--- src/rtl/vec_pkg.sv ---
// Shared definitions for the vector encryption processor decode stage:
// sizes, opcode encodings, instruction field positions and an opcode
// classification helper used by the decoder.
package vec_pkg;

   localparam int NREGS = 8;   // number of vector registers
   localparam int VW    = 32;  // register width: 4 lanes x 8 bits
   localparam int RW    = 3;   // register index width

   // Opcode encodings
   localparam logic [3:0] OP_NOP   = 4'd0;
   localparam logic [3:0] OP_VXOR  = 4'd1;
   localparam logic [3:0] OP_VSHL  = 4'd2;
   localparam logic [3:0] OP_VSHR  = 4'd3;
   localparam logic [3:0] OP_VROTL = 4'd4;
   localparam logic [3:0] OP_VROTR = 4'd5;
   localparam logic [3:0] OP_VADD  = 4'd6;
   localparam logic [3:0] OP_VSUB  = 4'd7;
   localparam logic [3:0] OP_VLD   = 4'd8;
   localparam logic [3:0] OP_VST   = 4'd9;
   localparam logic [3:0] OP_HALT  = 4'd15;

   // Instruction field bit positions
   localparam int OPC_HI = 13;
   localparam int OPC_LO = 10;
   localparam int RD_HI  = 9;
   localparam int RD_LO  = 7;
   localparam int RS1_HI = 6;
   localparam int RS1_LO = 4;
   localparam int RS2_HI = 3;
   localparam int RS2_LO = 1;
   localparam int IMM_HI = 6;
   localparam int IMM_LO = 0;

   // Register usage of one opcode
   typedef struct packed {
      logic reads_a;   // port A carries a real source operand
      logic reads_b;   // port B carries a real source operand
      logic writes;    // instruction produces a result in rd
      logic is_st;     // port A is addressed by the [9:7] field (store)
      logic is_halt;   // instruction stops the stage
   } dec_t;

   // Classify an opcode by the registers it reads and writes
   function automatic dec_t decode_class(input logic [3:0] opc);
      dec_t d;
      d = '{reads_a: 1'b0, reads_b: 1'b0, writes: 1'b0, is_st: 1'b0, is_halt: 1'b0};
      case (opc)
         OP_VXOR, OP_VADD, OP_VSUB: begin
            d.reads_a = 1'b1;
            d.reads_b = 1'b1;
            d.writes  = 1'b1;
         end
         OP_VSHL, OP_VSHR, OP_VROTL, OP_VROTR: begin
            d.reads_a = 1'b1;
            d.writes  = 1'b1;
         end
         OP_VLD: begin
            d.writes  = 1'b1;
         end
         OP_VST: begin
            d.reads_a = 1'b1;
            d.is_st   = 1'b1;
         end
         OP_HALT: begin
            d.is_halt = 1'b1;
         end
         default: begin
            // NOP and the unassigned encodings touch no registers
            d.reads_a = 1'b0;
         end
      endcase
      return d;
   endfunction

endpackage

--- src/rtl/banco_registros_vec.sv ---
// 8 x VW vector register file: two combinational read ports, one write
// port. A write in progress is forwarded to the read ports in the same
// cycle so decode never sees a stale value.
module banco_registros_vec
   import vec_pkg::*;
(
   input  logic          clk,
   input  logic          reset,
   input  logic [RW-1:0] raddr_a,
   input  logic [RW-1:0] raddr_b,
   output logic [VW-1:0] rdata_a,
   output logic [VW-1:0] rdata_b,
   input  logic          we,
   input  logic [RW-1:0] waddr,
   input  logic [VW-1:0] wdata
);

   logic [VW-1:0] mem_r [NREGS];
   logic          byp_a_s;
   logic          byp_b_s;

   // Storage: clear every register on reset, otherwise apply write-back
   always_ff @(posedge clk) begin
      if (reset) begin
         for (int i = 0; i < NREGS; i++) begin
            mem_r[i] <= {VW{1'b0}};
         end
      end else if (we) begin
         mem_r[waddr] <= wdata;
      end
   end

   // Bypass detection: the port address matches the register being written
   always_comb begin
      byp_a_s = we && (waddr == raddr_a);
      byp_b_s = we && (waddr == raddr_b);
   end

   // Read port A with write-back forwarding
   always_comb begin
      if (byp_a_s) begin
         rdata_a = wdata;
      end else begin
         rdata_a = mem_r[raddr_a];
      end
   end

   // Read port B with write-back forwarding
   always_comb begin
      if (byp_b_s) begin
         rdata_b = wdata;
      end else begin
         rdata_b = mem_r[raddr_b];
      end
   end

endmodule

--- src/rtl/etapa_id.sv ---
// Instruction-decode stage: splits the fetch word into fields, reads the
// operands, tracks pending destination writes in a busy scoreboard,
// raises stall on RAW/WAW hazards and registers the ID/EX bundle.
module etapa_id
   import vec_pkg::*;
(
   input  logic          clk,
   input  logic          reset,
   input  logic [13:0]   instruccion,
   input  logic          flush,
   input  logic          wb_we,
   input  logic [RW-1:0] wb_addr,
   input  logic [VW-1:0] wb_data,
   output logic          stall,
   output logic          halted,
   output logic          ex_valid,
   output logic [3:0]    ex_opcode,
   output logic [RW-1:0] ex_rd,
   output logic [VW-1:0] ex_op_a,
   output logic [VW-1:0] ex_op_b,
   output logic [6:0]    ex_imm
);

   // Decoded fields of the current word
   logic [3:0]       opcode_s;
   logic [RW-1:0]    rd_s;
   logic [RW-1:0]    rs1_s;
   logic [RW-1:0]    rs2_s;
   logic [6:0]       imm_s;
   dec_t             dec_s;
   logic [RW-1:0]    addr_a_s;

   // Operand data from the register file
   logic [VW-1:0]    rdata_a_s;
   logic [VW-1:0]    rdata_b_s;

   // Scoreboard and hazard logic
   logic [NREGS-1:0] busy_r;
   logic [NREGS-1:0] wb_clr_s;
   logic [NREGS-1:0] busy_clr_s;
   logic [NREGS-1:0] busy_set_s;
   logic             haz_a_s;
   logic             haz_b_s;
   logic             haz_rd_s;
   logic             stall_s;
   logic             issue_s;

   // Stage state and ID/EX register
   logic             halted_r;
   logic             ex_valid_r;
   logic [3:0]       ex_opcode_r;
   logic [RW-1:0]    ex_rd_r;
   logic [VW-1:0]    ex_op_a_r;
   logic [VW-1:0]    ex_op_b_r;
   logic [6:0]       ex_imm_r;

   // Field extraction and opcode classification
   always_comb begin
      opcode_s = instruccion[OPC_HI:OPC_LO];
      rd_s     = instruccion[RD_HI:RD_LO];
      rs1_s    = instruccion[RS1_HI:RS1_LO];
      rs2_s    = instruccion[RS2_HI:RS2_LO];
      imm_s    = instruccion[IMM_HI:IMM_LO];
      dec_s    = decode_class(opcode_s);
   end

   // Port A reads the [9:7] field for stores, rs1 for everything else
   always_comb begin
      if (dec_s.is_st) begin
         addr_a_s = rd_s;
      end else begin
         addr_a_s = rs1_s;
      end
   end

   banco_registros_vec u_banco (
      .clk     (clk),
      .reset   (reset),
      .raddr_a (addr_a_s),
      .raddr_b (rs2_s),
      .rdata_a (rdata_a_s),
      .rdata_b (rdata_b_s),
      .we      (wb_we),
      .waddr   (wb_addr),
      .wdata   (wb_data)
   );

   // One-hot mask of the register released by this cycle's write-back
   always_comb begin
      if (wb_we) begin
         wb_clr_s = {{(NREGS-1){1'b0}}, 1'b1} << wb_addr;
      end else begin
         wb_clr_s = {NREGS{1'b0}};
      end
   end

   // Busy view used for hazards: write-back releases before the check,
   // so a result arriving this cycle is consumed through the bypass
   always_comb begin
      busy_clr_s = busy_r & ~wb_clr_s;
   end

   // Hazard terms: busy sources (RAW) and busy destination (WAW)
   always_comb begin
      haz_a_s  = dec_s.reads_a && busy_clr_s[addr_a_s];
      haz_b_s  = dec_s.reads_b && busy_clr_s[rs2_s];
      haz_rd_s = dec_s.writes  && busy_clr_s[rd_s];
   end

   // Stall only for a live word; flush and halt both mask it
   always_comb begin
      if (flush || halted_r) begin
         stall_s = 1'b0;
      end else begin
         stall_s = haz_a_s || haz_b_s || haz_rd_s;
      end
   end

   // A word issues when it is live and free of hazards
   always_comb begin
      issue_s = !flush && !halted_r && !stall_s;
   end

   // Destination reservation for an issuing writer
   always_comb begin
      if (issue_s && dec_s.writes) begin
         busy_set_s = {{(NREGS-1){1'b0}}, 1'b1} << rd_s;
      end else begin
         busy_set_s = {NREGS{1'b0}};
      end
   end

   // Scoreboard update: release on write-back, reserve on issue (reserve wins)
   always_comb begin : sb_dummy
   end

   always_ff @(posedge clk) begin
      if (reset) begin
         busy_r <= {NREGS{1'b0}};
      end else begin
         busy_r <= busy_clr_s | busy_set_s;
      end
   end

   // Sticky halt flag, set once a HALT has issued
   always_ff @(posedge clk) begin
      if (reset) begin
         halted_r <= 1'b0;
      end else if (issue_s && dec_s.is_halt) begin
         halted_r <= 1'b1;
      end else begin
         halted_r <= halted_r;
      end
   end

   // ID/EX register: load on issue, otherwise bubble and hold the payload
   always_ff @(posedge clk) begin
      if (reset) begin
         ex_valid_r  <= 1'b0;
         ex_opcode_r <= 4'd0;
         ex_rd_r     <= {RW{1'b0}};
         ex_op_a_r   <= {VW{1'b0}};
         ex_op_b_r   <= {VW{1'b0}};
         ex_imm_r    <= 7'd0;
      end else if (issue_s) begin
         ex_valid_r  <= 1'b1;
         ex_opcode_r <= opcode_s;
         ex_rd_r     <= rd_s;
         ex_op_a_r   <= rdata_a_s;
         ex_op_b_r   <= rdata_b_s;
         ex_imm_r    <= imm_s;
      end else begin
         ex_valid_r  <= 1'b0;
      end
   end

   assign stall     = stall_s;
   assign halted    = halted_r;
   assign ex_valid  = ex_valid_r;
   assign ex_opcode = ex_opcode_r;
   assign ex_rd     = ex_rd_r;
   assign ex_op_a   = ex_op_a_r;
   assign ex_op_b   = ex_op_b_r;
   assign ex_imm    = ex_imm_r;

endmodule

--- config.mk ---
export PLATFORM = sky130hd
export DESIGN_NAME = etapa_id
export DESIGN_NICKNAME = d
export VERILOG_FILES = /design/src/rtl/vec_pkg.sv /design/src/rtl/banco_registros_vec.sv /design/src/rtl/etapa_id.sv
export SDC_FILE = /design/constraint.sdc
export NUM_CORES = 1
export LEC_CHECK = 0
export BUFFER_PORTS_ARGS = -buffer_cell sky130_fd_sc_hd__buf_4
export CORE_MARGIN = 4
export CORE_UTILIZATION = 60
export CTS_CLUSTER_SIZE = 12
export DETAILED_ROUTE_END_ITERATION = 7
export PLACE_DENSITY = 0.85
export SLEW_MARGIN = 0
export SYNTH_ARGS = -nofsm -noshare
export SYNTH_HDL_FRONTEND = slang
export SYNTH_SLANG_ARGS = --single-unit
--- constraint.sdc ---
create_clock -name clk -period 2.8 [get_ports clk]
set_clock_uncertainty 0.2 [all_clocks]
set_input_delay 0.14 -clock clk [delete_from_list [all_inputs] [get_ports clk]]
set_output_delay 0.14 -clock clk [all_outputs]
set_load 0.01 [all_outputs]
==> tab_implementation.tex <==
\begin{tabular}{lr}
\hline
Metric & Value \\
\hline
\multicolumn{2}{l}{\textbf{STA}} \\
\quad Slew Limit Fails & 0 \\
\quad Highest attainable clock frequency & about 360 MHz \\
\quad Max-slew headroom at the worst pin & about a third \\
\quad Worst-Margin Slew & $\sim$1.0 ns \\
\quad Clock period minus worst slack & between 2 and 3 ns \\
\quad Setup violation total in the final timing report & 0 \\
\quad RSZ-0062 raised after global routing & true \\
\quad Final worst-path cycle share & 99.08\% \\
\quad Number of failing hold endpoints at the final stage & 0 \\
\multicolumn{2}{l}{\textbf{Critical path}} \\
\quad Most Frequent Cell on Critical Path & sky130\_fd\_sc\_hd\_\_buf\_4 \\
\quad Kind of start point of the critical path & input port \\
\quad CP Max Fanout & 8 \\
\quad Arrival time of the worst setup path & around 2.4 ns \\
\quad Delay of the slowest critical-path stage & 0.56 ns \\
\quad Critical-path cell with the highest stage delay & sky130\_fd\_sc\_hd\_\_dlygate4sd3\_1 \\
\quad Top delay family on crit path & buffers and inverters \\
\quad Worst path bufs/invs & 6 \\
\quad CP cell instances & buf\_4 -> dlygate4sd3\_1 -> buf\_4 -> mux2i\_4 -> and2\_1 -> a222oi\_1 -> buf\_4 -> a211oi\_4 -> buf\_12 -> nor2\_1 -> buf\_4 \\
\quad Start-to-end type of the worst setup path & input port to output pin \\
\quad Critical path capture point type & output pin \\
\quad Critical path data required time & around 2.5 ns \\
\multicolumn{2}{l}{\textbf{Floorplanning}} \\
\quad Top-Level Pins & roughly 130 \\
\quad Die height & between 150 and 200 um \\
\quad Total die area & approximately 33000 sq um \\
\quad Site Rows & 63 \\
\quad Die extent in x & between 150 and 200 um \\
\quad Placeable Area & 29560 sq um \\
\quad Starting density of the core & between 60\% and 70\% \\
\multicolumn{2}{l}{\textbf{Placement}} \\
\quad Buffers added on ports & approximately 130 \\
\quad Dpl cell area & around 20000 sq um \\
\quad Detailed placement HPWL & 30740 um \\
\quad Total placed cells including tap cells & between 1500 and 2000 \\
\quad Placer congestion estimate & $\sim$0.89 \\
\multicolumn{2}{l}{\textbf{Clocking}} \\
\quad Max Buffers Root-to-Sink & 3 \\
\quad TritonCTS clock tree & done \\
\quad Clock insertion delay at the later pin of the skew report & 0.53 ns \\
\quad Clock sink total & 344 \\
\quad TritonCTS buffer count & 37 \\
\quad Clock root buffer & sky130\_fd\_sc\_hd\_\_clkbuf\_16 \\
\quad Clock edge transition at the registers on the reported setup and hold paths & 0.06 ns \\
\quad H-Tree Level Count & 2 \\
\multicolumn{2}{l}{\textbf{Route}} \\
\quad Detailed Routing Iterations Pass 1 & 5 \\
\quad Total length of routed wires & 55280 um \\
\quad Count of routing violations after the opening detailed-route iteration & between 1500 and 2000 \\
\quad Post-route DRC violation count & 0 \\
\quad Routed length on met1 & 19720 um \\
\quad Met3 wire length & approximately 6500 um \\
\quad Uppermost routed layer & met4 \\
\quad ANT nets after route & 0 \\
\quad Met2 routed WL & $\sim$27000 um \\
\quad Number of vias per cell & $\sim$6.8 \\
\quad Via count & between 10000 and 15000 \\
\quad Average wire length per cell after detail routing & 26.44 um \\
\multicolumn{2}{l}{\textbf{Power and ir drop}} \\
\quad Logic gate share of total power & 16.3\% \\
\quad Internal Dissipation & approximately 0.0095 W \\
\quad P\_leak & just under 8 nW \\
\quad Proportion of power drawn by the clock network & 36.5\% \\
\quad P per Cell Area & 600.0 nW/um\^{}2 \\
\quad Part of the power in registers & roughly 47\% \\
\quad Highest ir drop seen on vdd & 386.4 uV \\
\quad Switching share of power & approximately a quarter \\
\quad Total net switching power & $\sim$0.0034 W \\
\multicolumn{2}{l}{\textbf{Synthesis}} \\
\quad Leading register cell type out of synthesis & sky130\_fd\_sc\_hd\_\_edfxtp\_1 \\
\quad Warnings, synthesis & 0 \\
\quad Proportion of synthesized flip-flops having asynchronous set or reset & 0\% \\
\quad Synthesized area per cell & 11.96 sq um \\
\quad Number of enable flip-flop cells after synthesis & 256 \\
\quad Gate count of the mapped netlist & 1503 \\
\quad Cell area after synthesis & $\sim$18000 sq um \\
\quad Synthesized net count & approximately 1600 \\
\quad Flop and latch count out of synthesis & roughly 340 \\
\quad Synth unique cells & 53 \\
\quad Sequential element share of the synthesized area & a little over half \\
\multicolumn{2}{l}{\textbf{Run}} \\
\quad Max-capacitance violation count & 0 \\
\multicolumn{2}{l}{\textbf{GRT}} \\
\quad Number of global-route vias before repair & between 10000 and 15000 \\
\quad GRT Total Usage & 32.27\% \\
\quad Antenna violations before repair & 2 \\
\quad Grt ovf & 0 \\
\quad Global-route wire length before repair & around 83000 um \\
\quad Pin count of the biggest net entering global routing & around 130 \\
\multicolumn{2}{l}{\textbf{Hold path}} \\
\quad Tightest Hold Check Type & input port to flip-flop \\
\multicolumn{2}{l}{\textbf{Layout}} \\
\quad Post-layout nets & roughly 1700 \\
\quad Count of fill cells added during filler insertion & 1883 \\
\quad Post-Layout Inst Area & around 21000 sq um \\
\quad Non-filler cells in the finished layout & approximately 2100 \\
\quad Fraction of final layout cells with drive strength greater than 1 & a little under a quarter \\
\quad Multi-input logic area & slightly above 8000 sq um \\
\quad Sequential cell area & $\sim$9500 sq um \\
\quad Area added between synthesis and finish & 19.45\% \\
\multicolumn{2}{l}{\textbf{Outcome}} \\
\quad Outcome & complete, no violations \\
\hline
\end{tabular}
## synthesized netlist by cell type (2+ instances only)
cell                       number  share of area [%]
sky130_fd_sc_hd__nor3b_1        4               0.17
sky130_fd_sc_hd__clkbuf_1      91                1.9
sky130_fd_sc_hd__mux2i_1       97                5.4
sky130_fd_sc_hd__buf_1         21               0.44
sky130_fd_sc_hd__nand2b_1      14               0.49
sky130_fd_sc_hd__and2_1       257                8.9
sky130_fd_sc_hd__nand4b_1       3               0.15
sky130_fd_sc_hd__o21ai_1       31               0.86
sky130_fd_sc_hd__nand3_1       51                1.4
sky130_fd_sc_hd__mux2_1         2               0.13
sky130_fd_sc_hd__nor2b_1       65                2.3
sky130_fd_sc_hd__edfxtp_1     256                 43
sky130_fd_sc_hd__o32ai_1        4               0.19
sky130_fd_sc_hd__or2_2          7               0.24
sky130_fd_sc_hd__buf_6          6               0.38
sky130_fd_sc_hd__nor4bb_1       3               0.17
sky130_fd_sc_hd__a211oi_1      77                3.2
sky130_fd_sc_hd__a221oi_1      32                1.6
sky130_fd_sc_hd__mux2_4         3               0.25
sky130_fd_sc_hd__nor3_1         6               0.17
sky130_fd_sc_hd__xor2_1         4               0.19
sky130_fd_sc_hd__a211oi_2      21                1.5
sky130_fd_sc_hd__a21oi_2        9               0.44
sky130_fd_sc_hd__a22oi_1       32                1.3
sky130_fd_sc_hd__xnor2_1        3               0.15
sky130_fd_sc_hd__a21oi_1       74                2.1
sky130_fd_sc_hd__nand2_1       39               0.81
sky130_fd_sc_hd__mux4_2        67                8.4
sky130_fd_sc_hd__nor4_1         2              0.070
sky130_fd_sc_hd__nor2_1        11               0.23
sky130_fd_sc_hd__o21ai_0       80                2.2
sky130_fd_sc_hd__buf_2         22               0.61
sky130_fd_sc_hd__dfxtp_1       88                9.8
sky130_fd_sc_hd__nand3b_1       2              0.083
## worst reg2reg max path: stages, from the launching register on
cell	delay (ns)
sky130_fd_sc_hd__dfxtp_1	0.31
sky130_fd_sc_hd__nor3b_1	0.13
sky130_fd_sc_hd__nor4_1	0.30
sky130_fd_sc_hd__a211oi_2	0.08
sky130_fd_sc_hd__buf_4	0.16
sky130_fd_sc_hd__a211oi_4	0.48
sky130_fd_sc_hd__buf_12	0.18
sky130_fd_sc_hd__buf_4	0.13
sky130_fd_sc_hd__buf_4	0.24
sky130_fd_sc_hd__a21oi_1	0.12
sky130_fd_sc_hd__a211oi_2	0.21
## sequential cells by signal, indices dropped and copies added (netlist names)
name and cells:
ex_op_a 32, ex_imm 7, u_banco.mem_r 256, busy_r 8
ex_opcode 4, ex_rd 3, ex_op_b 32, ex_valid 1
halted 1
## layer usage
| layer | vias to the layer above | track usage [%] |
|---|---|---|
| met3 | 208 | 6.704 |
| met1 | 6858 | 41.95 |
| met2 | 1076 | 53.14 |
| met4 | 0 | 13.66 |
| li1 | 6007 | - |
| met5 | - | 0 |
## path summary, 6_finish.rpt
kind	from	end	slack, ns	cells past startpoint
min	wb_addr[2]	busy_r[1]$_SDFF_PP0_	0.05	5
max	instruccion[7]	stall	0.03	11
max reg2reg	busy_r[0]$_SDFF_PP0_	ex_op_a[11]$_SDFFE_PP0P_	0.17	10
min reg2reg	ex_op_b[16]$_SDFFE_PP0P_	ex_op_b[16]$_SDFFE_PP0P_	0.28	2
## power groups by stage
stage / combinational [W] / clock (W) / sequential (W)
6_report: 0.00210 / 0.00471 / 0.00607
5_1_grt: 0.00222 / 0.00494 / 0.00610
4_1_cts: 0.00202 / 0.00473 / 0.00605
3_5_place_dp: 0.00195 / 0 / 0.00616
3_3_place_gp: 0.00190 / 0 / 0.00613
2_1_floorplan: 0.00115 / 0 / 0.00613
## metrics by stage
stage	util (%)	setup TNS, ns	total power, W	worst slack (ns)	hold slack, ns
detailed placement	66.82	-29.37	0.008112	-0.5175	0.2200
global route	72.64	-0.03873	0.01326	-0.03873	0.07012
global placement	66.82	-23.94	0.008031	-0.4163	0.2071
floorplan	-	0	0.007283	0.2384	0.08770
finish	72.64	0	0.01288	0.02588	0.05362
CTS	72.31	0	0.01281	0.0004459	0.001996
## what timing repair did
item,in CTS,in global routing
buffers inserted,0,6
gates cloned,0,2
pin swaps,2,2
resized for setup,3,5
setup endpoints to repair,1,20
endpoints found under the hold margin,339,0
hold buffers,47,0
## final cells by class
cell class,count,area share (%)
clock inverter,10,0.3729
timing repair buffer,270,10.86
antenna,2,0.02331
sequential,344,44.01
multi-input combinational,1018,37.51
clock buffer,57,4.953
tap,390,2.272
## logic make-up (layout without fill, tap and decap cells)
logic type | after synthesis | after routing | share of synthesized area, %
flops | 344 | 344 | 52.56
simple gates | 471 | 472 | 15.62
xor+xnor | 7 | 7 | 0.3410
mux | 171 | 171 | 14.36
buf+inv | 142 | 337 | 3.396
compound gates | 368 | 368 | 13.73
other cells | 0 | 2 | 0
## placed cells by master, fill, tap and decap left out, types with 13 or more instances in the layout
cell,n
sky130_fd_sc_hd__a211oi_1,76
sky130_fd_sc_hd__a211oi_2,21
sky130_fd_sc_hd__a21oi_1,74
sky130_fd_sc_hd__a221oi_1,32
sky130_fd_sc_hd__a22oi_1,32
sky130_fd_sc_hd__and2_1,257
sky130_fd_sc_hd__buf_12,13
sky130_fd_sc_hd__buf_4,207
sky130_fd_sc_hd__clkbuf_1,16
sky130_fd_sc_hd__clkbuf_16,40
sky130_fd_sc_hd__dfxtp_1,87
sky130_fd_sc_hd__dlygate4sd3_1,47
sky130_fd_sc_hd__edfxtp_1,256
sky130_fd_sc_hd__mux2i_1,96
sky130_fd_sc_hd__mux4_2,67
sky130_fd_sc_hd__nand2_1,39
sky130_fd_sc_hd__nand3_1,51
sky130_fd_sc_hd__nor2b_1,65
sky130_fd_sc_hd__o21ai_0,80
sky130_fd_sc_hd__o21ai_1,30
(Power assumes the default switching activity.)
